<file path="src/rtl/disp_scan_ctrl_pkg.sv">
// Shared constants for the display scan controller: grant encodings, digit count, default timing.
// No logic; imported by disp_scan_ctrl and scan_timer.
// No flow control.
package disp_scan_ctrl_pkg;

  localparam logic [1:0] GNT_NONE = 2'b00;
  localparam logic [1:0] GNT_SRC0 = 2'b01;
  localparam logic [1:0] GNT_SRC1 = 2'b10;

  localparam int DIGITS = 4;

  localparam int DEF_SCAN_PERIOD  = 50000;
  localparam int DEF_HOLD_FRAMES  = 8;
  localparam int DEF_BLINK_FRAMES = 64;

endpackage

</file>
<file path="src/rtl/scan_timer.sv">
// Digit-slot prescaler and 2-bit scan counter; flags the last cycle of each slot and of each frame.
// Latency: scanning advances one edge after scan_tick; ticks are combinational from registers.
// No backpressure: free-running.
module scan_timer
  import disp_scan_ctrl_pkg::*;
#(
  parameter int SCAN_PERIOD = DEF_SCAN_PERIOD
) (
  input  logic       clk,
  input  logic       reset,
  output logic [1:0] scanning,
  output logic       scan_tick,
  output logic       frame_tick
);

  localparam int PW = $clog2(SCAN_PERIOD);

  logic [PW-1:0] prescaler;

  assign scan_tick  = (prescaler == PW'(SCAN_PERIOD - 1));
  assign frame_tick = scan_tick && (scanning == 2'(DIGITS - 1));

  always_ff @(posedge clk or posedge reset) begin
    if (reset) begin
      prescaler <= '0;
      scanning  <= '0;
    end else if (scan_tick) begin
      prescaler <= '0;
      scanning  <= scanning + 2'd1;
    end else begin
      prescaler <= prescaler + PW'(1);
    end
  end

endmodule

</file>
<file path="src/rtl/disp_scan_ctrl.sv">
// Scan sequencer plus frame-aligned round-robin arbiter between two display sources, with per-digit blink.
// Latency: gnt/disp_num update only on the edge ending a frame (4*SCAN_PERIOD cycles); blank is combinational.
// No backpressure: requests are level-sampled at frame boundaries, short pulses between boundaries are dropped.
module disp_scan_ctrl
  import disp_scan_ctrl_pkg::*;
#(
  parameter int SCAN_PERIOD  = DEF_SCAN_PERIOD,
  parameter int HOLD_FRAMES  = DEF_HOLD_FRAMES,
  parameter int BLINK_FRAMES = DEF_BLINK_FRAMES
) (
  input  logic        clk,
  input  logic        reset,
  input  logic [1:0]  req,
  input  logic [31:0] num0,
  input  logic [31:0] num1,
  input  logic [3:0]  blink_mask,
  output logic [1:0]  gnt,
  output logic [31:0] disp_num,
  output logic [1:0]  scanning,
  output logic        frame_tick,
  output logic        blank
);

  localparam int HW = $clog2(HOLD_FRAMES + 1);
  localparam int BW = (BLINK_FRAMES > 1) ? $clog2(BLINK_FRAMES) : 1;

  logic          scan_tick;
  logic [1:0]    next_gnt;
  logic [HW-1:0] hold_cnt;
  logic [HW-1:0] hold_inc;
  logic          hold_ok;
  logic [BW-1:0] blink_cnt;
  logic          blink_phase;

  scan_timer #(
    .SCAN_PERIOD (SCAN_PERIOD)
  ) u_scan_timer (
    .clk        (clk),
    .reset      (reset),
    .scanning   (scanning),
    .scan_tick  (scan_tick),
    .frame_tick (frame_tick)
  );

  // The frame ending now counts toward the hold, so an owner gets exactly HOLD_FRAMES full frames.
  assign hold_inc = (hold_cnt == HW'(HOLD_FRAMES)) ? hold_cnt : hold_cnt + HW'(1);
  assign hold_ok  = (hold_inc == HW'(HOLD_FRAMES));

  always_comb begin
    next_gnt = GNT_NONE;
    case (gnt)
      GNT_SRC0: begin
        if (req[0] && (!req[1] || !hold_ok)) next_gnt = GNT_SRC0;
        else if (req[1])                     next_gnt = GNT_SRC1;
        else                                 next_gnt = GNT_NONE;
      end
      GNT_SRC1: begin
        if (req[1] && (!req[0] || !hold_ok)) next_gnt = GNT_SRC1;
        else if (req[0])                     next_gnt = GNT_SRC0;
        else                                 next_gnt = GNT_NONE;
      end
      default: begin
        if (req[0])      next_gnt = GNT_SRC0;
        else if (req[1]) next_gnt = GNT_SRC1;
        else             next_gnt = GNT_NONE;
      end
    endcase
  end

  always_ff @(posedge clk or posedge reset) begin
    if (reset) begin
      gnt      <= GNT_NONE;
      disp_num <= '0;
      hold_cnt <= '0;
    end else if (frame_tick) begin
      gnt      <= next_gnt;
      hold_cnt <= (next_gnt != gnt) ? '0 : hold_inc;
      case (next_gnt)
        GNT_SRC0: disp_num <= num0;
        GNT_SRC1: disp_num <= num1;
        default:  disp_num <= disp_num;
      endcase
    end
  end

  always_ff @(posedge clk or posedge reset) begin
    if (reset) begin
      blink_cnt   <= '0;
      blink_phase <= 1'b0;
    end else if (frame_tick) begin
      if (blink_cnt == BW'(BLINK_FRAMES - 1)) begin
        blink_cnt   <= '0;
        blink_phase <= !blink_phase;
      end else begin
        blink_cnt <= blink_cnt + BW'(1);
      end
    end
  end

  // blink_mask is treated as quasi-static configuration.
  assign blank = blink_phase && blink_mask[scanning];

endmodule

</file>
<file path="config.mk">
export PLATFORM = sky130hd
export DESIGN_NAME = disp_scan_ctrl
export DESIGN_NICKNAME = d
export VERILOG_FILES = /design/src/rtl/disp_scan_ctrl_pkg.sv /design/src/rtl/scan_timer.sv /design/src/rtl/disp_scan_ctrl.sv
export SDC_FILE = /design/constraint.sdc
export NUM_CORES = 1
export LEC_CHECK = 0
export BUFFER_PORTS_ARGS = -buffer_cell sky130_fd_sc_hd__buf_2
export CAP_MARGIN = 20
export CORE_ASPECT_RATIO = 1.75
export CORE_MARGIN = 3
export CORE_UTILIZATION = 45
export CTS_CLUSTER_DIAMETER = 40
export DETAILED_ROUTE_END_ITERATION = 8
export GPL_TIMING_DRIVEN = 0
export HOLD_SLACK_MARGIN = 0.08
export PLACE_DENSITY = 0.85
export SYNTH_ARGS = -nofsm -noshare
export SYNTH_HDL_FRONTEND = slang
export SYNTH_SLANG_ARGS = --single-unit
</file>
<file path="constraint.sdc">
create_clock -name clk -period 2.9 [get_ports clk]
set_input_delay 0.29 -clock clk [delete_from_list [all_inputs] [get_ports clk]]
set_output_delay 0.29 -clock clk [all_outputs]
set_load 0.03 [all_outputs]
</file>
== Yosys cells after proc, flatten, opt, wreduce, memory -nomap -nowiden ==
Cells that the tools add are included.

* $add $sub $neg: 4
* Multipliers: 0
* Divide/modulo/power cells: 0
* Order comparisons: 1
* Equality and inequality tests: 10
* Shifts and indexed selects: 0
* Multiplexer cells: 13
* Bitwise operators: 0
* Reduce and logical (&&, ||, !) cells: 13

{| class="wikitable"
|+ Operator list
! cell !! count
|-
| 32-bit one-hot mux with 2 select lines || 1
|-
| 16-bit by 1-bit adder with 16-bit output, second input constant || 1
|-
| 16-bit equality test, second input constant || 1
|-
| 16-bit 2-to-1 mux || 1
|-
| 4-bit equality test, second input constant || 2
|-
| 2-bit 2-to-1 mux || 4
|-
| 4-bit 2-to-1 mux || 2
|-
| 6-bit by 1-bit adder with 6-bit output, second input constant || 1
|-
| 2-bit equality test, second input constant || 3
|-
| 6-bit equality test, second input constant || 1
|-
| 6-bit 2-to-1 mux || 1
|-
| 4-bit by 1-bit adder with 4-bit output, second input constant || 1
|-
| 2-bit by 1-bit equality test with 1-bit output, second input constant || 2
|-
| 1-bit logical AND || 4
|-
| 1-bit logical NOT || 4
|-
| 2-bit one-hot mux with 2 select lines || 1
|-
| 2-bit AND reduction || 2
|-
| 2-bit by 3-bit < comparator with 1-bit output, second input constant || 1
|-
| 2-bit by 1-bit adder with 2-bit output, second input constant || 1
|-
| 1-bit binary-select mux with 2-bit select || 1
|-
| 1-bit logical OR || 2
|-
| 1-bit 2-to-1 mux || 2
|-
| 2-bit != test || 1
|-
| 2-bit nonzero test || 1
|}

* Bits in registers: 63
* Bits in latches: 0
* Bits in writable memories: 0
* ROM bits: 0
* Bits of input ports: 72
* Output and inout port bits: 38
* Logic and storage cells: 48
* Memories kept: 0

== Logic depth before layout (Yosys ltp) ==
Gate-level depths: netlist (run 1).

* Word-level depth: 11
* Depth in mapped cells: 14

== Cells and area by module ==
A second synthesis (run 1) with hierarchy kept.

* Cell total of the unflattened synthesis: 307
* Area, all modules: 3166.8 um^2

{| class="wikitable"
|+ Modules (own cells, without submodules)
! module !! instances !! cells an instance !! area each (um^2)
|-
| disp_scan_ctrl || 1 || 229 || 2308.5
|-
| scan_timer || 1 || 78 || 858.3
|}

== Worst setup path after synthesis (run 1) ==
Ideal clock, no wire load.

* Kind: register to register
* Start point: register hold_cnt[0]
* End point: register disp_num[10]
* Setup time: 0.134 ns
* Arrival: 2.870 ns
* Slack: -0.104 ns
* Cell stages (with the launch flop): 14
* Clock period less this slack: 3.004 ns
* Cells stage by stage: dfrtp_1 -> inv_1 -> ha_1 -> nand2_1 -> o31a_2 -> a221o_1 -> a21oi_1 -> o21ai_0 -> a21oi_1 -> ha_1 -> clkbuf_1 -> clkbuf_1 -> mux2i_1 -> o21ai_0

* Longest elaborated chain between the ends: 11
* Elaborated cells on any way between the ends: 17
* Classes of those cells: 1 x add/sub; 4 x eq/ne; 5 x mux; 7 x reduce/logical

{| class="wikitable"
|+ Ends and longest elaborated chain
! item !! RTL line !! text
|-
| start, declared || disp_scan_ctrl.sv:29 || <nowiki>logic [HW-1:0] hold_cnt;</nowiki>
|-
| start signal, assigned || disp_scan_ctrl.sv:77 || <nowiki>hold_cnt <= (next_gnt != gnt) ? '0 : hold_inc;</nowiki>
|-
| 4-bit by 1-bit adder with 4-bit output / 4-bit equality test (equally long branches) || disp_scan_ctrl.sv:46 || <nowiki>assign hold_inc = (hold_cnt == HW'(HOLD_FRAMES)) ? hold_cnt : hold_cnt + HW'(1);</nowiki>
|-
| 4-bit 2-to-1 mux (*) || disp_scan_ctrl.sv:46 ||
|-
| 4-bit equality test (*) || disp_scan_ctrl.sv:47 || <nowiki>assign hold_ok = (hold_inc == HW'(HOLD_FRAMES));</nowiki>
|-
| 1-bit logical NOT (*) || disp_scan_ctrl.sv:53, disp_scan_ctrl.sv:58 ||
|-
| 1-bit logical OR, on equally long branches || disp_scan_ctrl.sv:58, disp_scan_ctrl.sv:53 ||
|-
| 1-bit logical AND, on equally long branches || disp_scan_ctrl.sv:58, disp_scan_ctrl.sv:53 ||
|-
| 2-bit 2-to-1 mux, on equally long branches || disp_scan_ctrl.sv:58, disp_scan_ctrl.sv:53 ||
|-
| 2-bit one-hot mux with 2 select lines (*) || disp_scan_ctrl.sv:51 || <nowiki>case (gnt)</nowiki>
|-
| net next_gnt[1] || disp_scan_ctrl.sv:28 || <nowiki>logic [1:0] next_gnt;</nowiki>
|-
| 2-bit equality test / 2-bit by 1-bit equality test with 1-bit output (equally long branches) || disp_scan_ctrl.sv:78 || <nowiki>case (next_gnt)</nowiki>
|-
| 2-bit nonzero test (no line) || - ||
|-
| 2-bit AND reduction (no line) || - ||
|-
| end signal, assigned || disp_scan_ctrl.sv:79 || <nowiki>GNT_SRC0: disp_num <= num0;</nowiki>
|-
| end signal, assigned || disp_scan_ctrl.sv:80 || <nowiki>GNT_SRC1: disp_num <= num1;</nowiki>
|-
| end signal, assigned || disp_scan_ctrl.sv:81 || <nowiki>default: disp_num <= disp_num;</nowiki>
|-
| end, declared || disp_scan_ctrl.sv:18 || <nowiki>output logic [31:0] disp_num,</nowiki>
|}

Mark *: on every way through the listed nets, which the timed path passes. The rest lies on a longest branch.
A chain may end at the register's enable or synchronous reset.

== Worst setup path in the final report (run 1) ==
* Start point: register hold_cnt[0]
* End point: register disp_num[26]

* Longest elaborated chain between the ends: 11
* Elaborated cells on any way between the ends: 17
* Classes of those cells: 1 x add/sub; 4 x eq/ne; 5 x mux; 7 x reduce/logical

{| class="wikitable"
|+ Ends and longest elaborated chain
! item !! RTL line
|-
| 4-bit by 1-bit adder with 4-bit output / 4-bit equality test (equally long branches) || disp_scan_ctrl.sv:46
|-
| 4-bit 2-to-1 mux (*) || disp_scan_ctrl.sv:46
|-
| 4-bit equality test (*) || disp_scan_ctrl.sv:47
|-
| 1-bit logical NOT (*) || disp_scan_ctrl.sv:53, disp_scan_ctrl.sv:58
|-
| 1-bit logical OR, on equally long branches || disp_scan_ctrl.sv:58, disp_scan_ctrl.sv:53
|-
| 1-bit logical AND, on equally long branches || disp_scan_ctrl.sv:58, disp_scan_ctrl.sv:53
|-
| 2-bit 2-to-1 mux, on equally long branches || disp_scan_ctrl.sv:58, disp_scan_ctrl.sv:53
|-
| 2-bit one-hot mux with 2 select lines (*) || disp_scan_ctrl.sv:51
|-
| 2-bit equality test / 2-bit by 1-bit equality test with 1-bit output (equally long branches) || disp_scan_ctrl.sv:78
|-
| 2-bit nonzero test (no line) || -
|-
| 2-bit AND reduction (no line) || -
|}

Mark *: on every way between the ends. The rest lies on a longest branch, timed or not.

==> impl_metrics.yaml, run 1 <==
detailed_routing:
  wl_met2_um: 5089
  routed-wl-met3_um: 376
  routed_via_density: 5.454
  vias: 2978
  drt-total-wl_um: 9231
  drcViolationCount: 0
  first_pass_iters: 4
  dr.max_layer_used: "met4"
  wl_met1_um: 3460
  routedWlPerCell_um: 16.91
  antenna_left: 0
  drtIter0Drc: 235
floorplanning:
  die_w_um: 69.98
  core_area_sq_um: 6907
  fp-row-count: 40
  dieArea_sq_um: 8254
  die_y_um: 118.0
  io-pin-count: 110
  start_util_pct: 46.67
place:
  port_buffers: 108
  place.gp.congestion: 0.8465
  dp.cells: 519
  hpwlAfterDp_um: 6173
cells_and_area:
  stdcell_count: 546
  drive_above_1_share_pct: 35.71
  syn_to_final_growth_pct: 37.54
  n_antenna_cell: 0
  nets: 537
grt:
  grt_max_degree: 36
  grt_pass1_vias: 2870
  overflow: 0
  grt_pass1_wl_um: 13560
  grt_antenna_before_repair: 0
  track_usage_pct: 20.58
logic_synthesis:
  async_reset_ff_share_pct: 100.0
  yosys_warnings: 0
  yosys-top-cells-area: "dfrtp_1 (49%), mux2i_1 (11%), nand2_1 (6.6%)"
  syn_area_sq_um: 3223
  synth.largest_area_cell: "dfrtp_1"
  yosys-top-cells-count: "dfrtp_1 (63), nand2_1 (57), o21ai_0 (42)"
  avgSynthCellArea_sq_um: 9.887
  synth_enable_flop_cells: 0
  synthCells: 326
  yosys.area.top_type_share_pct: 48.91
  synth-seq-cells: 63
  synth_fp_nets: 406
  synth_ff_type: "dfrtp_1"
  yosysSeqAreaShare_pct: 48.91
  ys_types: 42
  yosysMostFrequentCell: "dfrtp_1"
clock_tree:
  clk_transition_reported_paths_ps: 50
  cts.sinks: 63
  cts_inserted_buffers: 9
  cts_tree: "yes"
  h-tree-depth: 3
  ctsLongestPathBuffers: 2
  clock_latency_ps: 330
  cts_root_buffer: "clkbuf_16"
timing:
  timing.hold.ws_ps: 243.3
  fin_crit_sh_pct: 98.07
  worstMarginPinSlew_ps: 690.9
  fmaxAchievable_ghz: 0.3516
  fin_crit_ps: 2844
  slew_headroom_pct: 53.94
  clock-skew-final_ps: 8.627
  final_hold_viol_count: 0
  setup_viol: 0
  drv_slew: 0
critical_path:
  crit_type: "reg -> reg"
  r2r_cells: 11
  critPathRequiredTime_ps: 3130
  worstReg2RegEnd: "disp_num[26]"
  crit_arrival_ps: 3070
  critPathLaunch: "hold_cnt[0]"
  cp_max_fo: 10
  r2r_start: "hold_cnt[0]"
  end_kind: "register"
  worstSetupStartpointType: "register"
  r2r_slack_ps: 60
pwr:
  power_leakage_nw: 2.247
  finalPower_mw: 1.955
  pwr_density_cell_nw_per_um2: 441.0
  peakVddDrop_v: 0.0004114
worst_hold_path:
  hold_end: "disp_num[29]"
  hold_path_class: "in -> reg"
  holdCritStartpoint: "num1[29]"
  worstHoldPathCells: 3
run:
  drv_cap: 0
status:
  status: "finished, final reports clean"
==> cells by family (layout without fill, tap and decap cells) <==
family / after synthesis / in the layout / share of synthesized area, %
xor+xnor: 16 / 16 / 4.348
buf+inv: 24 / 158 / 2.795
compound gates: 58 / 58 / 10.44
fa+ha+maj: 8 / 8 / 3.106
mux: 39 / 39 / 12.89
simple gates: 118 / 120 / 17.51
flops: 63 / 63 / 48.91
==> report_power, final <==
part           internal, mW  total, mW  leakage (nW)  switching, mW
Clock                 0.573      0.939         0.126          0.365
Combinational        0.0725      0.136          1.27         0.0637
Sequential            0.880      0.880         0.850              0
==> sequential cells by signal, summed over array words and instances (netlist names) <==
signal	cells
blink_cnt	6
gnt	2
disp_num	32
u_scan_timer.scanning	2
blink_phase	1
hold_cnt	4
u_scan_timer.prescaler	16
==> layer usage <==
layer	up-vias	global-route usage [%]
met5	-	0
met4	0	8.873
met3	25	4.444
met2	98	35.96
met1	1460	23.82
li1	1395	-
==> worst max-delay path by stage <==
stage	end	slack, ps	cells past startpoint
6_report	disp_num[26]	60	11
5_1_grt	disp_num[26]	-120	11
4_1_cts	disp_num[5]	20	13
3_5_place_dp	disp_num[5]	-770	13
3_3_place_gp	disp_num[18]	-560	13
2_1_floorplan	disp_num[10]	-100	13
==> through the flow <==
| stage | setup TNS [ps] | utilization, % | instance area (sq um) | setup slack (ps) |
|---|---|---|---|---|
| finish | 0 | 64.18 | 4433 | 55.97 |
| global route | -200.1 | 64.18 | 4433 | -116.5 |
| CTS | 0 | 61.74 | 4264 | 24.25 |
| detailed placement | -22170 | 56.30 | 3889 | -772.0 |
| global placement | -15380 | 56.01 | 3869 | -556.8 |
| floorplan | -3093 | - | 3223 | -104.2 |
==> layout make-up <==
cell class	count	area (sq um)
clock inverter	4	22.52
inverter	9	33.78
sequential	63	1578
buffer	13	135.1
fill	508	2474
multi-input combinational	241	1637
tap	84	105.1
clock buffer	12	236.5
timing repair buffer	120	685.7
==> cells in the final DEF, fill, tap and decap left out, types with 3 or more instances in the layout <==
cell         n
nand4_1      4
and3_1       8
inv_1        6
nor2_1      10
buf_6        5
buf_8        3
o31ai_1      3
o21ai_1     13
clkbuf_1     7
o21ai_0     30
clkbuf_16   11
and2_1       3
clkbuf_8     3
xnor2_1      9
nand2_1     56
buf_2      109
inv_2        3
xor2_1       7
mux2i_1     32
nand3_1      9
ha_1         5
nand2b_1     5
nor3_1       7
dfrtp_1     62
buf_4        5
clkinv_2     3
==> critical path, cell delays in order, from the launching register on <==
cell and delay [ps]:
dfrtp_2 410, inv_2 80, ha_4 140, nand2_4 60
o31a_2 280, a221o_1 410, buf_6 150, mux2_4 330
ha_4 260, nand2b_2 230, buf_6 190, o21ai_0 210
==> repair_timing <==
action | 4_1_cts | 5_1_grt
setup endpoints to repair | 32 | 34
cloned | 0 | 6
resized for setup | 29 | 37
hold buffers | 1 | 0
hold endpoints to repair | 28 | 0
pin swaps | 2 | 4
buffers inserted | 4 | 2
Power figures use the tool's default switching activity.
==> run 2, diff against run 1 <==
- ABC_AREA: default -> 1
- CORE_UTILIZATION: 45 -> 46
==> run 2 against run 1 <==
- flip-flop and latch count is the same
- global-route usage up 0.45 points
- register-to-register slack improved by 220 ps
- critical path type unchanged
- highest routed layer unchanged
==> impl_metrics.yaml, run 2 <==
floorplanning:
  dieArea_sq_um: 8457
  die_y_um: 119.4
  die_w_um: 70.82
  core_area_sq_um: 7007
  fp-row-count: 40
  io-pin-count: 110
  start_util_pct: 48.27
critical_path:
  max_stage_delay_ps: 430
  cpMostUsedCell: "nand2_1"
  crit_arrival_ps: 2830
  r2r_start: "hold_cnt[1]"
  crit_type: "reg -> reg"
  slowest_stage: "dfrtp_1"
  worst-path-buf-inv: 4
  crit_chain: "inv_1, ha_2, nand3_1, nand2_1, nand2_1, nor2_2, nand3_1, nand2_1, nand2_1, nand3_1, nand2_1, inv_1, ha_2, or2_1, buf_6, clkbuf_8, nand2_1, o21ai_2"
  critical_path.top_delay_family: "simple AND/OR/NAND/NOR gates"
  critPathRequiredTime_ps: 3110
  critPathLaunch: "hold_cnt[1]"
  end_kind: "register"
  worstSetupStartpointType: "register"
  cp_max_fo: 10
place:
  place.gp.congestion: 0.9009
  port_buffers: 109
  dpl-instance-area_sq_um: 4053
  dp.cells: 564
  hpwlAfterDp_um: 6144
  pre_cts_ws_ps: -307.9
logic_synthesis:
  synth_enable_flop_cells: 0
  async_reset_ff_share_pct: 100.0
  yosysMostFrequentCell: "nand2_1"
  synth.largest_area_cell: "dfrtp_1"
  yosys.area.top_type_share_pct: 46.61
  yosys-top-cells-count: "nand2_1 (80), dfrtp_1 (63), inv_1 (38)"
  synth_ff_type: "dfrtp_1"
  ys_types: 33
  avgSynthCellArea_sq_um: 9.141
  yosys-top-cells-area: "dfrtp_1 (47%), mux2i_1 (9.5%), nand2_1 (8.9%)"
  syn_area_sq_um: 3382
  synth-seq-cells: 63
  yosys_warnings: 0
  yosysSeqAreaShare_pct: 46.61
  synth_fp_nets: 450
  synthCells: 370
clock_tree:
  cts.sinks: 63
  cts_inserted_buffers: 9
  h-tree-depth: 3
  cts_root_buffer: "clkbuf_16"
  clk_transition_reported_paths_ps: 50
  cts_setup_buffers: 0
  clock_latency_ps: 330
  ctsLongestPathBuffers: 2
  cts_tree: "yes"
grt:
  grt_pass1_wl_um: 14300
  track_usage_pct: 21.03
  grt_max_degree: 40
  grt_pass1_vias: 3257
  grt_antenna_before_repair: 0
  overflow: 0
pwr:
  finalPower_mw: 2.309
  power_leakage_nw: 2.291
  pwr_density_cell_nw_per_um2: 524.6
  peakVddDrop_v: 0.0004019
timing:
  drv_slew: 0
  fin_crit_sh_pct: 90.35
  rsz0062_at_grt: "false"
  setup_viol: 0
  final_hold_viol_count: 0
  fmaxAchievable_ghz: 0.3817
  fin_crit_ps: 2620
  fin_ws_ps: 279.9
  clock-skew-final_ps: 6.341
  slew_headroom_pct: 58.14
  worstMarginPinSlew_ps: 622.2
  timing.hold.ws_ps: 250.7
  setup_tns_ps: 0
cells_and_area:
  stdcell_count: 579
  nFillCells: 539
  utilization_pct: 62.80
  n_antenna_cell: 0
  reg_top3: "disp_num x32, u_scan_timer.prescaler x16, blink_cnt x6"
  drive_above_1_share_pct: 34.95
  max_flop_register: "disp_num"
  layout_commonest_cell: "buf_2"
  finalInstanceArea_sq_um: 4400
  largest_register_ffs: 32
  layout_common_cells: "buf_2 (109), nand2_1 (80), dfrtp_1 (62), inv_1 (36), mux2i_1 (32)"
  syn_to_final_growth_pct: 30.11
  nets: 571
worst_hold_path:
  holdCritStartpoint: "num0[21]"
  hold_path_class: "in -> reg"
detailed_routing:
  antenna_left: 0
  drt-total-wl_um: 8336
  first_pass_iters: 5
  drcViolationCount: 0
  vias: 3111
  routed_via_density: 5.373
  routedWlPerCell_um: 14.40
  drtIter0Drc: 173
run:
  drv_cap: 0
status:
  status: "finished, final reports clean"
run 2: changes by cell type after synthesis, sizes merged, moves of 8 or more:
| cell | change |
|---|---|
| inv | +31 |
| nand2 | +25 |
| nor2 | +11 |
| clkbuf | -9 |
| nand3 | +8 |
| nand4 | +8 |
| xnor2 | -8 |
run 2: worst paths after layout:
path / endpoint / slack (ps) / cells after the start
max: disp_num[5] / 280 / 18
min: disp_num[21] / 250 / 3
max reg2reg: disp_num[5] / 280 / 18
min reg2reg: u_scan_timer.prescaler[0] / 460 / 1
max in group asynchronous: u_scan_timer.prescaler[10] / 1730 / 4
min in group asynchronous: disp_num[14] / 570 / 3
run 2: worst min-delay path, stage by stage:
cell and delay [ps]:
buf_2 80, mux2i_1 50, o21ai_1 120
run 2: what timing repair did:
action / 4_1_cts / 5_1_grt
hold buffers: 1 / 0
endpoints found under the setup margin: 30 / 30
resized for setup: 7 / 6
hold endpoints to repair: 24 / 0
run 2: power by group:
| group | internal [mW] | switching, mW |
|---|---|---|
| clock | 0.767 | 0.371 |
| combinational | 0.0965 | 0.149 |
| sequential | 0.909 | 0.0157 |
run 2: per-layer routing:
metal	part of all wire (%)	global-route usage (%)	vias to the layer above	wire, um
met1	36	21.93	1437	2973
met4	2.7	11.06	0	222
met5	0	0	-	0
met2	54	38.31	168	4502
li1	-	-	1481	-
met3	7.6	4.392	25	637
run 2: logic make-up after synthesis:
group,after synthesis,share of synthesized area (%)
AND/OR/NAND/NOR,150,20.16
multiplexers,32,9.471
buffers and inverters,52,7.399
adder cells (fa/ha/maj),8,2.960
flip-flops,63,46.61
XOR/XNOR,8,2.072
AO/OA/AOI/OAI,57,11.32
run 2: final cells by class:
type                            instances  area [sq um]  share of cell area, %
Sequential cell                        63          1578                  35.85
Multi-Input combinational cell        255          1565                  35.57
Timing Repair Buffer                  111         575.6                  13.08
Clock buffer                           11         242.7                  5.516
Inverter                               40         150.1                  3.412
Buffer                                 11         113.9                  2.587
Tap cell                               84         105.1                  2.388
Clock inverter                          4         70.07                  1.592
